File: src/rtl/melody_sequencer_pkg.sv
// +----------------------------------------------------------------------------+
// | melody_pkg                                                                 |
// | Shared state encoding and code defaults for the melody sequencer.         |
// | Revision: 1.0                                                              |
// +----------------------------------------------------------------------------+
`default_nettype none

package melody_pkg;

    localparam int MIN_STEP      = 3;
    localparam int DEF_END_CODE  = 0;
    localparam int DEF_REST_CODE = 1;

    typedef logic [1:0] state_t;

    localparam state_t ST_IDLE  = 2'd0;
    localparam state_t ST_FETCH = 2'd1;
    localparam state_t ST_WAIT  = 2'd2;
    localparam state_t ST_PLAY  = 2'd3;

endpackage

`default_nettype wire

File: src/rtl/melody_sequencer_if.sv
// +----------------------------------------------------------------------------+
// | melody_sequencer_if                                                        |
// | Control, note-ROM and tone-generator signals of the melody sequencer.     |
// | Revision: 1.0                                                              |
// +----------------------------------------------------------------------------+
`default_nettype none

interface melody_sequencer_if #(
    parameter int ADDR_W = 9,
    parameter int NOTE_W = 8,
    parameter int TICK_W = 24
);
    logic              start;
    logic              stop;
    logic              loop_en;
    logic [ADDR_W-1:0] start_addr;
    logic [TICK_W-1:0] step_ticks;
    logic [ADDR_W-1:0] rom_addr;
    logic [NOTE_W-1:0] rom_data;
    logic [NOTE_W-1:0] note;
    logic              gate;
    logic              note_on;
    logic              busy;
    logic              done;

    modport slave (
        input  start, stop, loop_en, start_addr, step_ticks, rom_data,
        output rom_addr, note, gate, note_on, busy, done
    );

    modport master (
        output start, stop, loop_en, start_addr, step_ticks, rom_data,
        input  rom_addr, note, gate, note_on, busy, done
    );
endinterface

`default_nettype wire

File: src/rtl/melody_sequencer_step_timer.sv
// +----------------------------------------------------------------------------+
// | step_timer                                                                 |
// | Loadable down-counter flagging the early-fetch point and the step end.    |
// | Revision: 1.0                                                              |
// +----------------------------------------------------------------------------+
`default_nettype none

module step_timer
    import melody_pkg::*;
#(
    parameter int TICK_W = 24
) (
    input  wire logic              clk,
    input  wire logic              rst_n,
    input  wire logic              load,
    input  wire logic [TICK_W-1:0] load_val,
    output logic                   fetch_early,
    output logic                   step_end
);

    localparam logic [TICK_W-1:0] c_fetch_pt = TICK_W'(MIN_STEP - 1);

    logic [TICK_W-1:0] r_cnt;

    always_ff @(posedge clk or negedge rst_n) begin
        if (!rst_n) begin
            r_cnt <= '0;
        end else if (load) begin
            r_cnt <= load_val;
        end else if (r_cnt != '0) begin
            r_cnt <= r_cnt - 1'b1;
        end
    end

    // Fetch leaves two clocks (FETCH + WAIT) before the next capture edge.
    assign fetch_early = (r_cnt == c_fetch_pt);
    assign step_end    = (r_cnt == '0);

endmodule

`default_nettype wire

File: src/rtl/melody_sequencer.sv
// +----------------------------------------------------------------------------+
// | melody_sequencer                                                           |
// | Steps through an external note ROM at a programmable tempo.               |
// | Revision: 1.0                                                              |
// +----------------------------------------------------------------------------+
`default_nettype none

module melody_sequencer
    import melody_pkg::*;
#(
    parameter int ADDR_W    = 9,
    parameter int NOTE_W    = 8,
    parameter int TICK_W    = 24,
    parameter int END_CODE  = DEF_END_CODE,
    parameter int REST_CODE = DEF_REST_CODE
) (
    input  wire logic            clk,
    input  wire logic            rst_n,
    melody_sequencer_if.slave    bus
);

    localparam logic [NOTE_W-1:0] c_end        = NOTE_W'(END_CODE);
    localparam logic [NOTE_W-1:0] c_rest       = NOTE_W'(REST_CODE);
    localparam logic [TICK_W-1:0] c_min_step   = TICK_W'(MIN_STEP);
    localparam logic [TICK_W-1:0] c_start_load = TICK_W'(MIN_STEP - 2);

    state_t            r_state;
    logic [ADDR_W-1:0] r_ptr;
    logic [ADDR_W-1:0] r_loop_addr;
    logic [ADDR_W-1:0] r_rom_addr;
    logic [TICK_W-1:0] r_step_len;
    logic              r_restart;
    logic              r_wrap;
    logic [NOTE_W-1:0] r_note;
    logic              r_gate;
    logic              r_note_on;
    logic              r_busy;
    logic              r_done;

    logic [TICK_W-1:0] w_ticks_clamped;
    logic              w_is_end;
    logic              w_capture;
    logic              w_load;
    logic [TICK_W-1:0] w_load_val;
    logic              w_fetch_early;
    logic              w_step_end;

    assign w_ticks_clamped = (bus.step_ticks < c_min_step) ? c_min_step : bus.step_ticks;
    assign w_is_end        = (bus.rom_data == c_end) || r_wrap;
    assign w_capture       = (r_state == ST_WAIT) && w_step_end;
    assign w_load          = !bus.stop && (bus.start || w_capture);

    // A loop restart re-samples the tempo for the silent step it begins.
    always_comb begin
        w_load_val = c_start_load;
        if (!bus.start) begin
            w_load_val = w_is_end ? (w_ticks_clamped - 1'b1) : (r_step_len - 1'b1);
        end
    end

    step_timer #(
        .TICK_W (TICK_W)
    ) u_step_timer (
        .clk         (clk),
        .rst_n       (rst_n),
        .load        (w_load),
        .load_val    (w_load_val),
        .fetch_early (w_fetch_early),
        .step_end    (w_step_end)
    );

    always_ff @(posedge clk or negedge rst_n) begin
        if (!rst_n) begin
            r_state     <= ST_IDLE;
            r_ptr       <= '0;
            r_loop_addr <= '0;
            r_rom_addr  <= '0;
            r_step_len  <= '0;
            r_restart   <= 1'b0;
            r_wrap      <= 1'b0;
            r_note      <= '0;
            r_gate      <= 1'b0;
            r_note_on   <= 1'b0;
            r_busy      <= 1'b0;
            r_done      <= 1'b0;
        end else begin
            r_note_on <= 1'b0;
            r_done    <= 1'b0;
            if (bus.stop) begin
                r_state   <= ST_IDLE;
                r_note    <= '0;
                r_gate    <= 1'b0;
                r_busy    <= 1'b0;
                r_restart <= 1'b0;
                r_wrap    <= 1'b0;
            end else if (bus.start) begin
                r_state     <= ST_FETCH;
                r_ptr       <= bus.start_addr;
                r_loop_addr <= bus.start_addr;
                r_rom_addr  <= bus.start_addr;
                r_step_len  <= w_ticks_clamped;
                r_busy      <= 1'b1;
                r_restart   <= 1'b0;
                r_wrap      <= 1'b0;
            end else begin
                case (r_state)
                    ST_FETCH: begin
                        r_rom_addr <= r_ptr;
                        r_state    <= ST_WAIT;
                    end
                    ST_WAIT: begin
                        if (w_step_end) begin
                            if (w_is_end) begin
                                r_note <= '0;
                                r_gate <= 1'b0;
                                r_wrap <= 1'b0;
                                if (bus.loop_en) begin
                                    r_ptr      <= r_loop_addr;
                                    r_restart  <= 1'b1;
                                    r_step_len <= w_ticks_clamped;
                                    r_state    <= ST_PLAY;
                                end else begin
                                    r_done  <= 1'b1;
                                    r_busy  <= 1'b0;
                                    r_state <= ST_IDLE;
                                end
                            end else if (bus.rom_data == c_rest) begin
                                r_note  <= '0;
                                r_gate  <= 1'b0;
                                r_state <= ST_PLAY;
                            end else begin
                                // Same note after a gated step is held without a new strike.
                                r_note    <= bus.rom_data;
                                r_gate    <= 1'b1;
                                r_note_on <= !(r_gate && (r_note == bus.rom_data));
                                r_state   <= ST_PLAY;
                            end
                        end
                    end
                    ST_PLAY: begin
                        if (w_fetch_early) begin
                            if (r_restart) begin
                                r_rom_addr <= r_ptr;
                                r_restart  <= 1'b0;
                            end else begin
                                r_ptr      <= r_ptr + 1'b1;
                                r_rom_addr <= r_ptr + 1'b1;
                                r_wrap     <= &r_ptr;
                            end
                            r_state <= ST_FETCH;
                        end
                    end
                    default: begin
                        r_state <= ST_IDLE;
                    end
                endcase
            end
        end
    end

    assign bus.rom_addr = r_rom_addr;
    assign bus.note     = r_note;
    assign bus.gate     = r_gate;
    assign bus.note_on  = r_note_on;
    assign bus.busy     = r_busy;
    assign bus.done     = r_done;

endmodule

`default_nettype wire

File: src/flat_wrapper.sv
// flat-port wrapper written by rule: the top's interface ports become plain ports
module melody_sequencer_flat import melody_pkg::*;
#(
    parameter int ADDR_W    = 9,
    parameter int NOTE_W    = 8,
    parameter int TICK_W    = 24,
    parameter int END_CODE  = DEF_END_CODE,
    parameter int REST_CODE = DEF_REST_CODE
)
  (clk, rst_n, bus_start, bus_stop, bus_loop_en, bus_start_addr, bus_step_ticks, bus_rom_data, bus_rom_addr, bus_note, bus_gate, bus_note_on, bus_busy, bus_done);
  melody_sequencer_if #(.ADDR_W(ADDR_W), .NOTE_W(NOTE_W), .TICK_W(TICK_W)) bus_i ();
  input  wire logic clk;
  input  wire logic rst_n;
  input wire logic [$bits(bus_i.start)-1:0] bus_start;
  input wire logic [$bits(bus_i.stop)-1:0] bus_stop;
  input wire logic [$bits(bus_i.loop_en)-1:0] bus_loop_en;
  input wire logic [$bits(bus_i.start_addr)-1:0] bus_start_addr;
  input wire logic [$bits(bus_i.step_ticks)-1:0] bus_step_ticks;
  input wire logic [$bits(bus_i.rom_data)-1:0] bus_rom_data;
  output wire logic [$bits(bus_i.rom_addr)-1:0] bus_rom_addr;
  output wire logic [$bits(bus_i.note)-1:0] bus_note;
  output wire logic [$bits(bus_i.gate)-1:0] bus_gate;
  output wire logic [$bits(bus_i.note_on)-1:0] bus_note_on;
  output wire logic [$bits(bus_i.busy)-1:0] bus_busy;
  output wire logic [$bits(bus_i.done)-1:0] bus_done;
  assign bus_i.start = bus_start;
  assign bus_i.stop = bus_stop;
  assign bus_i.loop_en = bus_loop_en;
  assign bus_i.start_addr = bus_start_addr;
  assign bus_i.step_ticks = bus_step_ticks;
  assign bus_i.rom_data = bus_rom_data;
  assign bus_rom_addr = bus_i.rom_addr;
  assign bus_note = bus_i.note;
  assign bus_gate = bus_i.gate;
  assign bus_note_on = bus_i.note_on;
  assign bus_busy = bus_i.busy;
  assign bus_done = bus_i.done;
  melody_sequencer #(.ADDR_W(ADDR_W), .NOTE_W(NOTE_W), .TICK_W(TICK_W), .END_CODE(END_CODE), .REST_CODE(REST_CODE)) u_core (.clk(clk), .rst_n(rst_n), .bus(bus_i));
endmodule
File: config.mk
export PLATFORM = sky130hd
export DESIGN_NAME = melody_sequencer_flat
export DESIGN_NICKNAME = d
export VERILOG_FILES = /design/src/rtl/melody_sequencer_pkg.sv /design/src/rtl/melody_sequencer_if.sv /design/src/rtl/melody_sequencer_step_timer.sv /design/src/rtl/melody_sequencer.sv /design/src/flat_wrapper.sv
export SDC_FILE = /design/constraint.sdc
export NUM_CORES = 1
export LEC_CHECK = 0
export CAP_MARGIN = 40
export CORE_MARGIN = 3
export CORE_UTILIZATION = 45
export DETAILED_ROUTE_END_ITERATION = 8
export DONT_BUFFER_PORTS = 1
export PLACE_DENSITY = 0.65
export SYNTH_ARGS = -nofsm -noshare
export SYNTH_HDL_FRONTEND = slang
export SYNTH_SLANG_ARGS = --single-unit
export TNS_END_PERCENT = 10
File: constraint.sdc
create_clock -name clk -period 3.5 [get_ports clk]
set_input_delay 0 -clock clk [delete_from_list [all_inputs] [get_ports clk]]
set_output_delay 0 -clock clk [all_outputs]
set_load 0.005 [all_outputs]
==> results.md, run 1 <==
* Status: finished clean
* Crit end category: register
* Clock slew at reported path FFs at 0.07 ns
* CP startpoint kind: register
* Critical R2R Launch: u_core.u_step_timer.r_cnt[21]
* Syn_nets at about 660
* Post-Route M1 WL at 7260 um
* H-tree depth reported by CTS at 3
* GRT overflow at 0
* Final min period at 2.83 ns
* Placed cell area at slightly above 6000 um2
* Global-route wire length before repair at about 26000 um
* CTS tree: done
* Rows at 41
* Post-Synthesis Cells at between 600 and 700
* Reg-to-Reg End: u_core.bus.busy
* # Post-CTS Setup Buffers at 0
* Nets at between 700 and 800
* Placed insts at 762
* Overall power at 3.60 mW
* DR WL/cell at about 19 um
* # IOs at 67
* Final setup vio count at 0
* R2R Setup Slk at slightly below 0.7 ns
* Uppermost routed layer: met4
* Vias post-DR at 4856
* DR WL met2 at ~7400 um
* Die Height at 120 um
* Slew Limit Fails at 0
* Port bufs at 0
* Largest net degree at the start of global routing at 92
* Post-synth top flop: dfrtp_1
* Final Cycle Share at 80.8%
* Mapped Area at ~5900 um2
* RSZ-0062 raised after global routing: no
* Cts hold-fix bufs at between 40 and 50
* Worst skew pair latency at ~0.35 ns
* Met3 WL at approximately 850 um
* Most common cell after layout, fill and taps aside: dfrtp_1
* Final Instance Area at roughly 6800 um2
* CTS Buffer Depth at 2
* FFs w/ async S/R, synth at 100%
* DRC viols at 0
* Static Leak at between 2 and 3 nW
* DR pass1 iterations at 5
* Slew @ Worst Pin at between 0.7 and 0.8 ns
* Vias per cell at 5.88
* Post-synth EDFFs at 0
* FF-to-FF path depth at 7
* Clock Skew at about 0.0085 ns
* Final ANT Viol Nets at 0
* Global-route usage over all layers at between 20 and 25%
* Post-Route Setup TNS at 0 ns
* Initial antenna violation count at 0
* Fmax at about 350 MHz
* Number of max-cap violations at 0
* Final Non-Filler Cells at around 830
* Sw power at approximately 1.3 mW
* PostCTS Resize Cnt at 0
* Worst Path Required at approximately 3.7 ns
* Layout Utilization at between 50 and 60%
* CTS buffer count at 9
* Comb pwr share at between 30% and 40%
* Worst slew margin at 47.1%
* Yosys warns at 0
* Gpl congestion at ~0.96
* Die W at around 120 um
* Vias in the first global route at 5063
* Clock root buffer master: clkbuf_16
* Hold Crit Class: in -> reg
* Pwr dens at 528 nW/um2
* Seq/Total Area, Yosys at ~39%
* Switch share at between 30% and 40%
* Syn avg cell area at 9.75 um2
* Crit path capture: u_core.bus.busy
* Final hold vios at 0
* DIE AREA at about 14000 um2
* Internal at between 2 and 2.5 mW
* Initial Util at a little under half
* Worst Path Arrival at 3.06 ns
* Max FO, Critical Path at 7
* Maximum vdd drop at 0.226 mV
* Post-DP HPWL at approximately 11000 um
* Kind of critical path: reg -> reg
* Share of cells above drive strength 1 at between 10% and 20%
* Seq cells post-synth at 91
* Clock network power share at 25.2%
* # diodes at 0
* Routed WL at 15800 um
* Most frequent cells in the layout: dfrtp_1 (91), nand2_1 (52), dlygate4sd3_1 (48)
* Yosys cell types at 70
* CTS sink count at around 90
* Worst setup startpoint: u_core.u_step_timer.r_cnt[21]
* Sequential share of power at approximately two fifths
* Core area at 12700 um2
* DR iter-0 viols at around 290
* Area growth syn-to-layout at 16.0%
==> cell type report <==
class,count,area (um2)
fill,1168,5900
timing repair buffer,59,583
inverter,24,90.1
sequential,91,2280
clock buffer,9,225
clock inverter,6,43.8
tap,172,215
multi-input combinational,465,3390
==> cell usage after synthesis (all sizes together) (5+ instances only) <==
cell | instances | share of area, %
nand2 | 52 | 3.3
nand3 | 16 | 1.6
clkbuf | 8 | 0.51
a22o | 6 | 0.89
nor2 | 46 | 3.0
a31oi | 9 | 1.1
o21ai | 19 | 1.6
dfrtp | 91 | 39
nor3 | 20 | 1.9
mux2i | 32 | 5.4
o22ai | 6 | 0.64
xor2 | 22 | 3.3
a21oi | 33 | 2.9
o31a | 5 | 0.74
xnor2 | 31 | 4.6
buf | 15 | 1.8
o41ai | 6 | 1.2
nor4 | 28 | 4.1
inv | 23 | 1.5
ha | 6 | 1.3
nor2b | 6 | 0.64
o31ai | 13 | 2.1
mux2 | 39 | 7.7
nor3b | 5 | 0.83
or3 | 6 | 0.64
nand4 | 8 | 0.96
o21a | 6 | 0.77
==> layer usage <==
metal	global-route usage, %	vias to the layer above
li1	-	2325
met1	30.2	2359
met3	4.91	27
met5	0	-
met2	36.8	145
met4	6.94	0
==> logic make-up after synthesis <==
logic type                 share of synthesized area, %
AOI/OAI and AO/OA                                  15.2
xor gates and xnor gates                           7.89
adders and majority gates                          1.28
buffers and inverters                              3.83
DFF                                                38.7
muxes                                              13.1
and+or+nand+nor                                    20.0
==> critical path, cell delays in order, from the launching register on <==
cell,delay (ns)
dfrtp_1,0.41
nor4_1,0.54
and4b_1,0.46
and3_1,0.37
nand3_1,0.15
a21oi_1,0.17
dlygate4sd3_1,0.56
nor2_1,0.04
==> power by group through the flow <==
stage / clock, mW / sequential (mW) / combinational, mW
finish: 0.907 / 1.50 / 1.19
global route: 0.969 / 1.53 / 1.33
CTS: 0.929 / 1.50 / 1.19
detailed placement: 0 / 1.52 / 1.10
global placement: 0 / 1.50 / 1.06
floorplan: 0 / 1.46 / 0.930
==> flip-flops by register name (all words and copies together), names as in the netlist <==
name / cells
u_core.bus.busy: 1
u_core.r_step_len: 24
u_core.bus.done: 1
u_core.bus.note: 8
u_core.u_step_timer.r_cnt: 24
u_core.r_wrap: 1
u_core.r_loop_addr: 9
u_core.bus.rom_addr: 9
u_core.bus.gate: 1
u_core.bus.note_on: 1
u_core.r_ptr: 9
u_core.r_restart: 1
u_core.r_state: 2
==> through the flow <==
stage | hold slack [ns] | setup WS, ns
after global placement | -0.292 | 0.709
after detailed placement | -0.293 | 0.575
final | 0.00468 | 0.674
after floorplan | -0.296 | 0.878
after CTS | 0.000661 | 0.711
after global routing | 0.0243 | 0.415
==> how the worst min path moves through the flow <==
stage	start	to	slack [ns]	cells past startpoint
detailed placement	rst_n	u_core.bus.note[6]	-0.29	0
global route	bus_step_ticks[9]	u_core.u_step_timer.r_cnt[9]	0.02	3
global placement	rst_n	u_core.bus.note[7]	-0.29	0
finish	bus_step_ticks[7]	u_core.u_step_timer.r_cnt[7]	0.005	3
CTS	bus_start_addr[3]	u_core.r_ptr[3]	0.0007	4
floorplan	rst_n	u_core.bus.busy	-0.30	0
Power figures use the tool's default switching activity.
==> inputs of run 2 (changes only) <==
clock period = 2.61 ns   (was 3.5 ns; I/O delays follow)
==> results.md, run 2 (synthesis results as in run 1) <==
* Final min period at 2.48 ns (was 2.83 ns)
* Placed insts at 785 (was 762)
* Routed WL at 16000 um (was 15800 um)
* Final Non-Filler Cells at 849 (was 826)
* # diodes at 0 (unchanged)
* Clock root buffer master: clkbuf_16 (unchanged)
* Worst Path Required at 2.90 ns (was 3.73 ns)
* Die W at 120 um (unchanged)
* Port bufs at 0 (unchanged)
* Rows at 41 (unchanged)
* Worst setup margin at 0.128 ns (was 0.674 ns)
* Clock Skew at 0.00730 ns (was 0.00850 ns)
* CP startpoint kind: register (unchanged)
* Fmax at 403 MHz (was 354 MHz)
* Worst setup startpoint: u_core.u_step_timer.r_cnt[16] (was u_core.u_step_timer.r_cnt[21])
* RSZ-0062 raised after global routing: yes (was no)
* Static Leak at 2.99 nW (was 2.84 nW)
* DR pass1 iterations at 5 (unchanged)
* Dpl ws at 0.0524 ns (was 0.575 ns)
* Initial Util at 46.2% (unchanged)
* Worst Path Arrival at 2.77 ns (was 3.06 ns)
* Final ANT Viol Nets at 0 (unchanged)
* Number of max-cap violations at 0 (unchanged)
* CTS Buffer Depth at 2 (unchanged)
* Vias in the first global route at 5054 (was 5063)
* # IOs at 67 (unchanged)
* Post-DP HPWL at 11300 um (was 10900 um)
* Maximum vdd drop at 0.348 mV (was 0.226 mV)
* Largest net degree at the start of global routing at 92 (unchanged)
* Nets at 724 (was 702)
* DRC viols at 0 (unchanged)
* Most common cell after layout, fill and taps aside: dfrtp_1 (unchanged)
* Final hold vios at 0 (unchanged)
* Share of cells above drive strength 1 at 13.6% (was 10.1%)
* H-tree depth reported by CTS at 3 (unchanged)
* Max FO, Critical Path at 6 (was 7)
* Global-route usage over all layers at 22.6% (about the same)
* Critical R2R Launch: u_core.u_step_timer.r_cnt[16] (was u_core.u_step_timer.r_cnt[21])
* Status: finished clean (unchanged)
* CTS sink count at 91 (unchanged)
* Global-route wire length before repair at 26200 um (was 26100 um)
* Slew Limit Fails at 0 (unchanged)
* Initial antenna violation count at 0 (unchanged)
* Fill count at 1155 (was 1168)
* Layout Utilization at 55.6% (was 53.6%)
* Worst skew pair latency at 0.35 ns (about the same)
* Core area at 12700 um2 (unchanged)
* Die Height at 120 um (unchanged)
* DR WL/cell at 18.8 um (was 19.2 um)
* Gpl congestion at 0.894 (was 0.962)
* Slew @ Worst Pin at 0.831 ns (was 0.783 ns)
* Final Cycle Share at 95.1% (was 80.8%)
* Final setup vio count at 0 (unchanged)
* Crit end category: register (unchanged)
* Hold Crit Class: in -> reg (unchanged)
* GRT overflow at 0 (unchanged)
* Area growth syn-to-layout at 20.3% (was 16.0%)
* Hold Crit Start: bus_step_ticks[5] (was bus_step_ticks[7])
* Clock slew at reported path FFs at 0.06 ns (was 0.07 ns)
* Vias per cell at 5.88 (about the same)
* Most frequent cells in the layout: dfrtp_1 (91), nand2_1 (52), dlygate4sd3_1 (47) (was dfrtp_1 (91), nand2_1 (52), dlygate4sd3_1 (48))
* CTS tree: done (unchanged)
* DIE AREA at 14500 um2 (unchanged)
* Top flop regs: u_core.r_step_len: 24 flops, u_core.u_step_timer.r_cnt: 24 flops (unchanged)
* Kind of critical path: reg -> reg (unchanged)
* Worst slew margin at 43.9% (was 47.1%)
* CTS buffer count at 9 (unchanged)
* Vias post-DR at 4989 (was 4856)
* DR iter-0 viols at 304 (was 288)
* Pwr dens at 743 nW/um2 (was 528 nW/um2)
## run 2: cell types whose count changed in the layout (fill, tap and decap cells not counted), moves of 2 or more
| cell | previous run | this run |
|---|---|---|
| buf_4 | 10 | 32 |
| bufinv_16 | 0 | 2 |
| clkbuf_8 | 0 | 2 |
| clkinvlp_4 | 4 | 1 |
## run 2: power by group
group | leakage, nW | internal [mW] | switching (mW) | total [mW]
Sequential | 1.15 | 1.69 | 0.330 | 2.02
Clock | 0.159 | 0.891 | 0.563 | 1.45
Combinational | 1.69 | 0.879 | 0.900 | 1.78
## run 2: routing by layer
layer	track usage (%)	vias up	share of wire [%]
li1	-	2359	-
met1	31.2	2438	45
met2	35.9	167	47
met3	4.86	25	5.8
met4	6.73	0	1.7
met5	0	-	0
## run 2: path summary, 6_finish.rpt
| kind | end | slack (ns) | depth (start not counted) |
|---|---|---|---|
| min in group asynchronous | u_core.bus.note[7] | 0.23 | 2 |
| setup reg to reg | u_core.r_state[0] | 0.13 | 8 |
| max in group asynchronous | u_core.r_step_len[5] | 2.03 | 2 |
| hold / removal | u_core.u_step_timer.r_cnt[5] | 0.008 | 3 |
| hold reg to reg | u_core.r_step_len[23] | 0.49 | 1 |
| setup / recovery | u_core.r_state[0] | 0.13 | 8 |
## run 2: timing repair
item                                    CTS  global route
gates resized for setup                   0             4
hold endpoints to repair                164             0
setup buffers                             0             0
endpoints found under the setup margin    0             6
hold buffers                             48             0
## run 2: final cells by class
type	count	area (um2)	share of cell area [%]
multi-input cells	465	3410	48.1
inverters	24	90.1	1.27
repair buffers	81	758	10.7
flip-flops and latches	91	2280	32.2
clock inverters	4	72.6	1.03
well taps	172	215	3.04
clock buffers	12	256	3.63
## run 2: worst max-delay path: stages, from the launching register on
cell           delay (ns)
dfrtp_1              0.42
nor4_4               0.39
and4b_1              0.37
buf_4                0.18
nand3_4              0.12
nor2_1               0.12
o21ai_0              0.09
a21oi_1              0.16
dlygate4sd3_1        0.56
## run 2: stage by stage
step	hold slack, ns	area (um2)	total power, mW	TNS (ns)
after floorplan	-0.296	5880	3.20	0
after global placement	-0.292	6220	3.62	0
after detailed placement	-0.292	6230	3.68	0
after CTS	0.000313	7060	5.25	0
after global routing	0.0235	7080	5.57	-0.0103
final	0.00769	7080	5.26	0
==> inputs of run 3 (changes only) <==
CTS_CLUSTER_DIAMETER = 40   (was default)
clock period = 2.6 ns   (was 2.61 ns; I/O delays follow)
==> results.md, run 3 (synthesis results as in run 1) <==
* Status: finished clean (unchanged)
* Kind of critical path: reg -> reg (unchanged)
* Slew Limit Fails at 0 (unchanged)
* CTS buffer count at 9 (unchanged)
* Pwr dens at 745 nW/um2 (was 743 nW/um2)
* Die W at 120 um (unchanged)
* Worst setup startpoint: u_core.u_step_timer.r_cnt[20] (was u_core.u_step_timer.r_cnt[16])
* DIE AREA at 14500 um2 (unchanged)
* Final ANT Viol Nets at 0 (unchanged)
* Core area at 12700 um2 (unchanged)
* Vias post-DR at 4998 (was 4989)
* Crit end category: register (unchanged)
* # diodes at 0 (unchanged)
* Die Height at 120 um (unchanged)
* Nets at 727 (was 724)
* Final Cycle Share at 94.9% (was 95.1%)
* Clock root buffer master: clkbuf_16 (unchanged)
* CTS Buffer Depth at 2 (unchanged)
* Worst Path Required at 2.83 ns (was 2.90 ns)
* Post-DP HPWL at 11300 um (about the same)
* Clock slew at reported path FFs at 0.07 ns (was 0.06 ns)
* CP top delay family: buffers and inverters (was simple AND/OR/NAND/NOR gates)
* Hold Crit Start: bus_step_ticks[1] (was bus_step_ticks[5])
* Share of cells above drive strength 1 at 14.6% (was 13.6%)
* CTS sink count at 91 (unchanged)
* Global-route wire length before repair at 26700 um (was 26200 um)
* Worst setup margin at 0.133 ns (was 0.128 ns)
* Placed insts at 786 (was 785)
* Routed WL at 16100 um (was 16000 um)
* Initial antenna violation count at 0 (unchanged)
* Number of max-cap violations at 0 (unchanged)
* CTS tree: done (unchanged)
* Final min period at 2.47 ns (was 2.48 ns)
* Vias in the first global route at 5124 (was 5054)
* FF+latch area at 2280 um2 (about the same)
* DRC viols at 0 (unchanged)
* Gpl congestion at 0.883 (was 0.894)
* Hold Crit Class: in -> reg (unchanged)
* Global-route usage over all layers at 23.1% (was 22.6%)
* Critical path's largest stage delay at 0.57 ns (was 0.56 ns)
* Vias per cell at 5.87 (was 5.88)
* Final Non-Filler Cells at 851 (was 849)
* Area growth syn-to-layout at 20.7% (was 20.3%)
* Top flop regs: u_core.r_step_len: 24 flops, u_core.u_step_timer.r_cnt: 24 flops (unchanged)
* DR iter-0 viols at 251 (was 304)
* Worst slew margin at 47.3% (was 43.9%)
* Fmax at 405 MHz (was 403 MHz)
* Most frequent cells in the layout: dfrtp_1 (90), nand2_1 (52), dlygate4sd3_1 (47) (was dfrtp_1 (91), nand2_1 (52), dlygate4sd3_1 (47))
* Port bufs at 0 (unchanged)
* Slowest-stage cell, CP: dlygate4sd3_1 (unchanged)
* Maximum vdd drop at 0.326 mV (was 0.348 mV)
* Largest net degree at the start of global routing at 92 (unchanged)
* Rows at 41 (unchanged)
* Final setup vio count at 0 (unchanged)
* Clock Skew at 0.00978 ns (was 0.00730 ns)
* Worst Path Arrival at 2.70 ns (was 2.77 ns)
* DR pass1 iterations at 4 (was 5)
* Crit-path cells: nor4_2 -> buf_4 -> and4b_1 -> and3_1 -> buf_4 -> nand3_1 -> a21oi_1 -> dlygate4sd3_1 -> nor2_1 (was nor4_4 -> and4b_1 -> buf_4 -> nand3_4 -> nor2_1 -> o21ai_0 -> a21oi_1 -> dlygate4sd3_1)
* Most common cell after layout, fill and taps aside: dfrtp_1 (unchanged)
* Static Leak at 3.00 nW (was 2.99 nW)
* Slew @ Worst Pin at 0.780 ns (was 0.831 ns)
* Max FO, Critical Path at 6 (unchanged)
* Dpl ws at -0.0117 ns (was 0.0524 ns)
* Final hold vios at 0 (unchanged)
* H-tree depth reported by CTS at 3 (unchanged)
* GRT overflow at 0 (unchanged)
* Critical R2R Launch: u_core.u_step_timer.r_cnt[20] (was u_core.u_step_timer.r_cnt[16])
* Multi-input gate area at 3420 um2 (was 3410 um2)
* Crit path top cell by count: buf_4
* CP bufs+invs at 3 (was 2)
* DR WL/cell at 19.0 um (was 18.8 um)
* Initial Util at 46.2% (unchanged)
* Worst skew pair latency at 0.36 ns (was 0.35 ns)
* Fill count at 1163 (was 1155)
* # IOs at 67 (unchanged)
* CP startpoint kind: register (unchanged)
run 3: changes by cell type in the layout (fill, tap and decap cells not counted), sizes merged:
cell / previous run / this run
buf: 34 / 37
clkinv: 2 / 3
inv: 23 / 24
clkbuf: 12 / 9
run 3: worst paths after layout:
| check | slack, ns | to | cells after the start |
|---|---|---|---|
| max | 0.13 | u_core.bus.busy | 9 |
| min | 0.004 | u_core.u_step_timer.r_cnt[3] | 3 |
| max reg2reg | 0.13 | u_core.bus.busy | 9 |
| min reg2reg | 0.50 | u_core.r_step_len[23] | 1 |
| max in group asynchronous | 2.01 | u_core.u_step_timer.r_cnt[13] | 2 |
| min in group asynchronous | 0.20 | u_core.bus.note[7] | 2 |
run 3: final cells by class:
type / instances / area share, %
multi-input combinational: 465 / 48.2
sequential: 91 / 32.1
timing repair buffer: 84 / 11.0
clock buffer: 9 / 3.17
tap: 172 / 3.03
clock inverter: 6 / 1.27
inverter: 24 / 1.27
run 3: timing repair:
item	CTS	global route
hold endpoints to repair	168	0
gates resized for setup	0	8
buffers inserted	0	2
endpoints found under the setup margin	0	6
hold buffers	48	0
run 3: stage by stage:
step	total power [mW]	util, %	area [um2]	hold slack [ns]	setup TNS [ns]
after floorplan	3.21	-	5880	-0.296	0
after global placement	3.63	49.0	6230	-0.292	0
after detailed placement	3.71	49.0	6240	-0.292	-0.0117
after CTS	5.26	55.4	7050	0.00365	0
after global routing	5.60	55.8	7100	0.0252	-0.0577
final	5.29	55.8	7100	0.00448	0
run 3: layer usage:
layer  GRT usage (%)  vias up  part of all wire (%)
met2            37.7      151                    48
met3            5.10       27                   5.5
met1            30.9     2445                    45
met5               0        -                     0
met4            6.94        0                   1.7
li1                -     2375                     -
run 3: report_power, final:
group          internal (mW)  switching, mW  total (mW)
registers               1.70          0.331        2.03
clock network          0.840          0.583        1.42
logic                  0.906          0.924        1.83
run 3: worst min-delay path, cell delays in order:
cell and delay [ns]:
o41ai_1 0.13, nand3_1 0.10, a31oi_1 0.08
